## src/rtl/frogger_lane_pkg.sv

```systemverilog
// Shared types and constants for the multi-lane obstacle scroller.
// Row type, direction/mode encodings and the refill LFSR constants.
package frogger_lane_pkg;

    localparam int LANE_WIDTH = 16;

    typedef logic [LANE_WIDTH-1:0] lane_row_t;

    typedef enum logic {
        DIR_RIGHT = 1'b0,
        DIR_LEFT  = 1'b1
    } dir_e;

    typedef enum logic {
        MODE_REFILL = 1'b0,
        MODE_ROTATE = 1'b1
    } mode_e;

    // Galois LFSR, taps 16,14,13,11, right-shifting form.
    localparam logic [15:0] LFSR_SEED = 16'hACE1;
    localparam logic [15:0] LFSR_TAPS = 16'hB400;

    function automatic logic [15:0] lfsr_step(input logic [15:0] cur);
        return {1'b0, cur[15:1]} ^ (cur[0] ? LFSR_TAPS : 16'h0000);
    endfunction

endpackage

```

## src/rtl/lane_shifter.sv

```systemverilog
// One scrolling lane: row register, period counter and the shift/refill pulses.
// Priority each cycle is load, then pause, then refill-on-empty, then shift/count.
module lane_shifter
    import frogger_lane_pkg::*;
#(
    parameter int WIDTH = LANE_WIDTH,
    parameter int CNT_W = 16
) (
    input  logic             clk,
    input  logic             reset_n,
    input  logic             enable,
    input  logic             load,
    input  logic [WIDTH-1:0] load_row,
    input  logic [WIDTH-1:0] refill_val,
    input  logic [CNT_W-1:0] period,
    input  logic             dir,
    input  logic             mode,
    output logic [WIDTH-1:0] row,
    output logic             shift_tick,
    output logic             refill
);

    logic [CNT_W-1:0] cnt;
    logic [WIDTH-1:0] shifted;
    logic             is_rotate;
    logic             is_left;
    logic             row_empty;

    assign is_rotate = (mode_e'(mode) == MODE_ROTATE);
    assign is_left   = (dir_e'(dir) == DIR_LEFT);
    // Registered row is tested, so an emptied row shows for a cycle before refill.
    assign row_empty = (row == '0);

    always_comb begin
        shifted = row;
        if (is_rotate) begin
            if (is_left) begin
                shifted = {row[WIDTH-2:0], row[WIDTH-1]};
            end else begin
                shifted = {row[0], row[WIDTH-1:1]};
            end
        end else begin
            if (is_left) begin
                shifted = row << 1;
            end else begin
                shifted = row >> 1;
            end
        end
    end

    always_ff @(posedge clk or negedge reset_n) begin
        if (!reset_n) begin
            row        <= '0;
            cnt        <= '0;
            shift_tick <= 1'b0;
            refill     <= 1'b0;
        end else if (load) begin
            row        <= load_row;
            cnt        <= '0;
            shift_tick <= 1'b0;
            refill     <= 1'b0;
        end else if (!enable) begin
            shift_tick <= 1'b0;
            refill     <= 1'b0;
        end else if (!is_rotate && row_empty) begin
            // Counter holds while the lane is refilled.
            row        <= refill_val;
            shift_tick <= 1'b0;
            refill     <= 1'b1;
        end else if (cnt >= period) begin
            row        <= shifted;
            cnt        <= '0;
            shift_tick <= 1'b1;
            refill     <= 1'b0;
        end else begin
            cnt        <= cnt + CNT_W'(1);
            shift_tick <= 1'b0;
            refill     <= 1'b0;
        end
    end

endmodule

```

## src/rtl/lane_scroller.sv

```systemverilog
// Multi-lane row scroller feeding the LED-matrix obstacle map.
// Optional RAND_REFILL_EN masks each lane's refill pattern with a shared LFSR.
module lane_scroller
    import frogger_lane_pkg::*;
#(
    parameter int WIDTH = LANE_WIDTH,
    parameter int LANES = 4,
    parameter int CNT_W = 16
) (
    input  logic                   clk,
    input  logic                   reset_n,
    input  logic                   enable,
    input  logic                   load,
    input  logic [LANES*WIDTH-1:0] load_rows,
    input  logic [LANES*WIDTH-1:0] pattern,
    input  logic [LANES*CNT_W-1:0] period,
    input  logic [LANES-1:0]       dir,
    input  logic [LANES-1:0]       mode,
    output logic [LANES*WIDTH-1:0] rows_out,
    output logic [LANES-1:0]       shift_tick,
    output logic [LANES-1:0]       refill
);

`ifdef RAND_REFILL_EN
    logic [15:0]      lfsr;
    logic [WIDTH-1:0] lfsr_rep;

    always_ff @(posedge clk or negedge reset_n) begin
        if (!reset_n) begin
            lfsr <= LFSR_SEED;
        end else if (enable) begin
            lfsr <= lfsr_step(lfsr);
        end
    end

    // LFSR bits replicated (or truncated) across the row width.
    always_comb begin
        lfsr_rep = '0;
        for (int b = 0; b < WIDTH; b++) begin
            lfsr_rep[b] = lfsr[b % 16];
        end
    end
`endif

    for (genvar i = 0; i < LANES; i++) begin : g_lane
        logic [WIDTH-1:0] pat;
        logic [WIDTH-1:0] refill_val;

        assign pat = pattern[i*WIDTH +: WIDTH];

`ifdef RAND_REFILL_EN
        logic [WIDTH-1:0] masked;
        assign masked     = pat & lfsr_rep;
        // An all-zero mask would leave the lane empty again, so fall back.
        assign refill_val = (masked != '0) ? masked : pat;
`else
        assign refill_val = pat;
`endif

        lane_shifter #(
            .WIDTH (WIDTH),
            .CNT_W (CNT_W)
        ) u_lane (
            .clk        (clk),
            .reset_n    (reset_n),
            .enable     (enable),
            .load       (load),
            .load_row   (load_rows[i*WIDTH +: WIDTH]),
            .refill_val (refill_val),
            .period     (period[i*CNT_W +: CNT_W]),
            .dir        (dir[i]),
            .mode       (mode[i]),
            .row        (rows_out[i*WIDTH +: WIDTH]),
            .shift_tick (shift_tick[i]),
            .refill     (refill[i])
        );
    end

endmodule
```

## config.mk

```make
export PLATFORM = sky130hd
export DESIGN_NAME = lane_scroller
export DESIGN_NICKNAME = d
export VERILOG_FILES = /design/src/rtl/frogger_lane_pkg.sv /design/src/rtl/lane_shifter.sv /design/src/rtl/lane_scroller.sv
export SDC_FILE = /design/constraint.sdc
export NUM_CORES = 1
export LEC_CHECK = 0
export ABC_AREA = 0
export CORE_UTILIZATION = 55
export CTS_BUF_LIST = sky130_fd_sc_hd__clkbuf_4
export CTS_CLUSTER_DIAMETER = 60
export DETAILED_ROUTE_END_ITERATION = 12
export DONT_BUFFER_PORTS = 1
export PLACE_DENSITY = 0.81
export SLEW_MARGIN = 30
export SYNTH_ARGS = -nofsm -noshare
export SYNTH_HDL_FRONTEND = slang
export SYNTH_HIERARCHICAL = 1
export SYNTH_SLANG_ARGS = --single-unit
```

## constraint.sdc

```tcl
create_clock -name clk -period 3 [get_ports clk]
set_input_delay 0.3 -clock clk [delete_from_list [all_inputs] [get_ports clk]]
set_output_delay 0.3 -clock clk [all_outputs]
set_load 0.03 [all_outputs]
```

==> metrics.md <==
| Metric | Value |
|---|---|
| Outcome | complete, but fails checks |
| Violated checks | negative hold slack |
| First-pass GRT wire length | 47000 µm |
| Hold_ws | -0.5645 ns |
| Worst Hold Class | input pin to async pin |
| All-Layer GR Usage | 0.3360 |
| Cts repair resizes | 0 |
| Global route overflow | 0 |
| Max_cap viols | 0 |
| Initial drt markers | 939 |
| Primary FF master, synth | dfrtp_1 |
| Worst Max-Slew Pin Slew | 0.7338 ns |
| Synthesized flop and latch total | 136 |
| Die area | 17720 µm² |
| Clock Sinks | 136 |
| Final worst slack | 0.1615 ns |
| Lkg Pwr | 5.251 nW |
| Total number of vias | 9420 |
| Synth top cells by count | 144 x nor2_1, 136 x dfrtp_1, 108 x a21oi_1, 84 x inv_1 |
| PortBufs | 0 |
| GR Layer Usage met3 | 0.08333 |
| Clock root buffer | clkbuf_4 |
| Starting Density | 0.5661 |
| Most frequent cell after synthesis | nor2_1 |
| Met2 usage | 0.5654 |
| Die Span Y | 133.1 µm |
| Placer Congestion | 0.8740 |
| Clk slew on worst S/H paths | 0.12 ns |
| Setup TNS | 0 ns |
| Routed len/inst | 20.36 µm |
| Post-CTS Setup Bufs | 0 |
| Startpoint types | flop |
| Register area share after synthesis | 0.3600 |
| R2r worst-path depth | 7 |
| Class of the most critical setup path | flop to flop |
| Sequential Power Share | 0.530 |
| Post-Syn Nets | 1368 |
| Yosys warnings | 6 |
| Synth Cell Area | 9454 µm² |
| Worst Setup End Kind | flop |
| Sw Share | 0.3591 |
| Avg Vias per Cell | 6.488 |
| Top-level I/O count | 276 |
| Hold buffers post-CTS | 133 |
| Layout cells sized above 1 | 0.06265 |
| Top post-synthesis cells by area | dfrtp_1 36%, ha_1 9.0%, mux2i_1 7.6% |
| Post-synth top area cell | dfrtp_1 |
| Worst r2r src | g_lane[3].u_lane/row[3] |
| Rows | 47 |
| RR Endpoint | g_lane[3].u_lane/row[4] |
| Number of synthesized flops with an enable pin | 0 |
| Antenna-violating nets left | 0 |
| Fin crit period | 2.839 ns |
| Final #Nets | 1488 |
| Power Density | 424.2 nW/µm² |
| Core ar. | 16700 µm² |
| RSZ-0062 raised after global routing | false |
| Total CTS buffers | 17 |
| Post-Synthesis Cells | 1096 |
| Detail Placement HPWL | 18600 µm |
| Worst slack at placement | 0.4028 ns |
| Clock Latency Late Sink | 0.54 ns |
| Initial antenna violation count | 3 |
| Part of the cycle the worst path needs | 0.9462 |
| Critical path required time | 3.45 ns |
| Fmax | 0.3523 GHz |
| Int Pwr | 3.079 mW |
| CTS tree | done |
| Final Hold Fails | 136 |
| Fin Clk Skew | 0.02696 ns |
| Largest net degree at the start of global routing | 137 |
| H-tree depth reported by CTS | 4 |
| Layout area overhead | 19.80% |
| R2R setup slack | 0.16 ns |
| Die width | 133.1 µm |
| Post-synth ARST share | 1.000 |
| Rel. slew slack | 0.5066 |
| Sw Pwr | 1.725 mW |
| Clock Tree Buf Depth | 2 |
| Comb pwr share | 0.209 |
| Unique masters post-synth | 37 |
| Final Max Slew Viols | 0 |
| # DRC | 0 |
| Vias in the first global route | 9394 |
| Clk pwr share | 0.261 |
| Worst Path Max Fanout | 15 |
| CP arrival | 3.29 ns |
| Grt met1 use | 0.3921 |
| Final WL | 29560 µm |
| Top cell type's share of synthesized area | 0.3600 |
| Most Crowded Layer GR | met2 |
| VDD IR max | 0.2751 mV |
| Avg Inst Size Synth | 8.626 µm² |
| Final setup fails | 0 |
| Number of detailed-route iterations in the first pass | 5 |
[per-stage QoR]
| step | area [µm²] | instances | hold WS (ns) | utilization | total power, mW |
|---|---|---|---|---|---|
| floorplan | 9454 | 1096 | 0.004409 | - | 3.074 |
| global placement | 9677 | 1284 | 0.006443 | 0.5794 | 3.228 |
| detailed placement | 9683 | 1284 | 0.006315 | 0.5798 | 3.262 |
| CTS | 11320 | 1449 | -0.6419 | 0.6777 | 4.780 |
| global route | 11330 | 1452 | -0.6402 | 0.6782 | 5.043 |
| finish | 11330 | 1452 | -0.5645 | 0.6782 | 4.804 |
[placed cells by master (no fill, tap or decap), drive strengths merged, types with 64 or more instances in the layout]
| cell type | count |
|---|---|
| mux2i | 72 |
| a221oi | 64 |
| ha | 68 |
| a21oi | 108 |
| nand2 | 72 |
| nand3 | 64 |
| dlygate4sd3 | 132 |
| dfrtp | 136 |
| inv | 85 |
| nor2 | 144 |
[critical path: stages (launching register included)]
cell and delay (ns):
dfrtp_1 0.59, nor4_1 0.45, nand2_1 0.20, nor3_1 0.30, buf_4 0.28, a221oi_1 0.11, dlygate4sd3_1 0.61, a21oi_1 0.22
[state kept, by name, indices dropped and copies added (netlist names)]
| name | flops |
|---|---|
| g_lane.u_lane/cnt | 64 |
| g_lane.u_lane/shift_tick | 4 |
| g_lane.u_lane/row | 64 |
| g_lane.u_lane/refill | 4 |
[how the worst max path moves through the flow]
| stage | start | endpoint | slack [ns] | depth (start not counted) |
|---|---|---|---|---|
| 2_1_floorplan | g_lane[0].u_lane/cnt[11] | g_lane[0].u_lane/cnt[12] | 0.64 | 8 |
| 3_3_place_gp | g_lane[1].u_lane/cnt[9] | g_lane[1].u_lane/cnt[2] | 0.29 | 7 |
| 3_5_place_dp | g_lane[2].u_lane/cnt[9] | g_lane[2].u_lane/cnt[8] | 0.40 | 6 |
| 4_1_cts | g_lane[1].u_lane/row[6] | g_lane[1].u_lane/row[6] | 0.34 | 7 |
| 5_1_grt | g_lane[3].u_lane/row[15] | g_lane[3].u_lane/row[4] | 0.07 | 7 |
| 6_report | g_lane[3].u_lane/row[3] | g_lane[3].u_lane/row[4] | 0.16 | 7 |
[final cells by class]
cell class,count,area (µm²)
clock inverters,15,158.9
clock buffers,17,127.6
diodes,3,7.507
flip-flops and latches,136,3403
well taps,220,275.3
fillers,1281,5375
inverters,84,315.3
multi-input cells,824,5527
repair buffers,153,1511
[layer usage]
layer / wire length [µm] / vias up
met1: 11480 / 4482
met4: 1290 / 0
met3: 2458 / 127
li1: - / 4288
met2: 14330 / 523
met5: 0 / -
[kinds of logic (layout without fill, tap and decap cells)]
group | after synthesis | in the layout | share of synthesized area
simple gates | 396 | 396 | 0.2033
compound gates | 288 | 288 | 0.2139
flops | 136 | 136 | 0.3600
buf+inv | 136 | 269 | 0.05664
mux | 72 | 72 | 0.07623
fa+ha+maj | 68 | 68 | 0.09000
other cells | 0 | 3 | 0
[power by group through the flow]
stage / clock [mW] / sequential (mW) / combinational, mW
after floorplan: 0 / 2.48 / 0.595
after global placement: 0 / 2.56 / 0.666
after detailed placement: 0 / 2.57 / 0.696
after CTS: 1.30 / 2.53 / 0.949
after global routing: 1.39 / 2.56 / 1.09
final: 1.25 / 2.55 / 1.01
(Power assumes the default switching activity.)
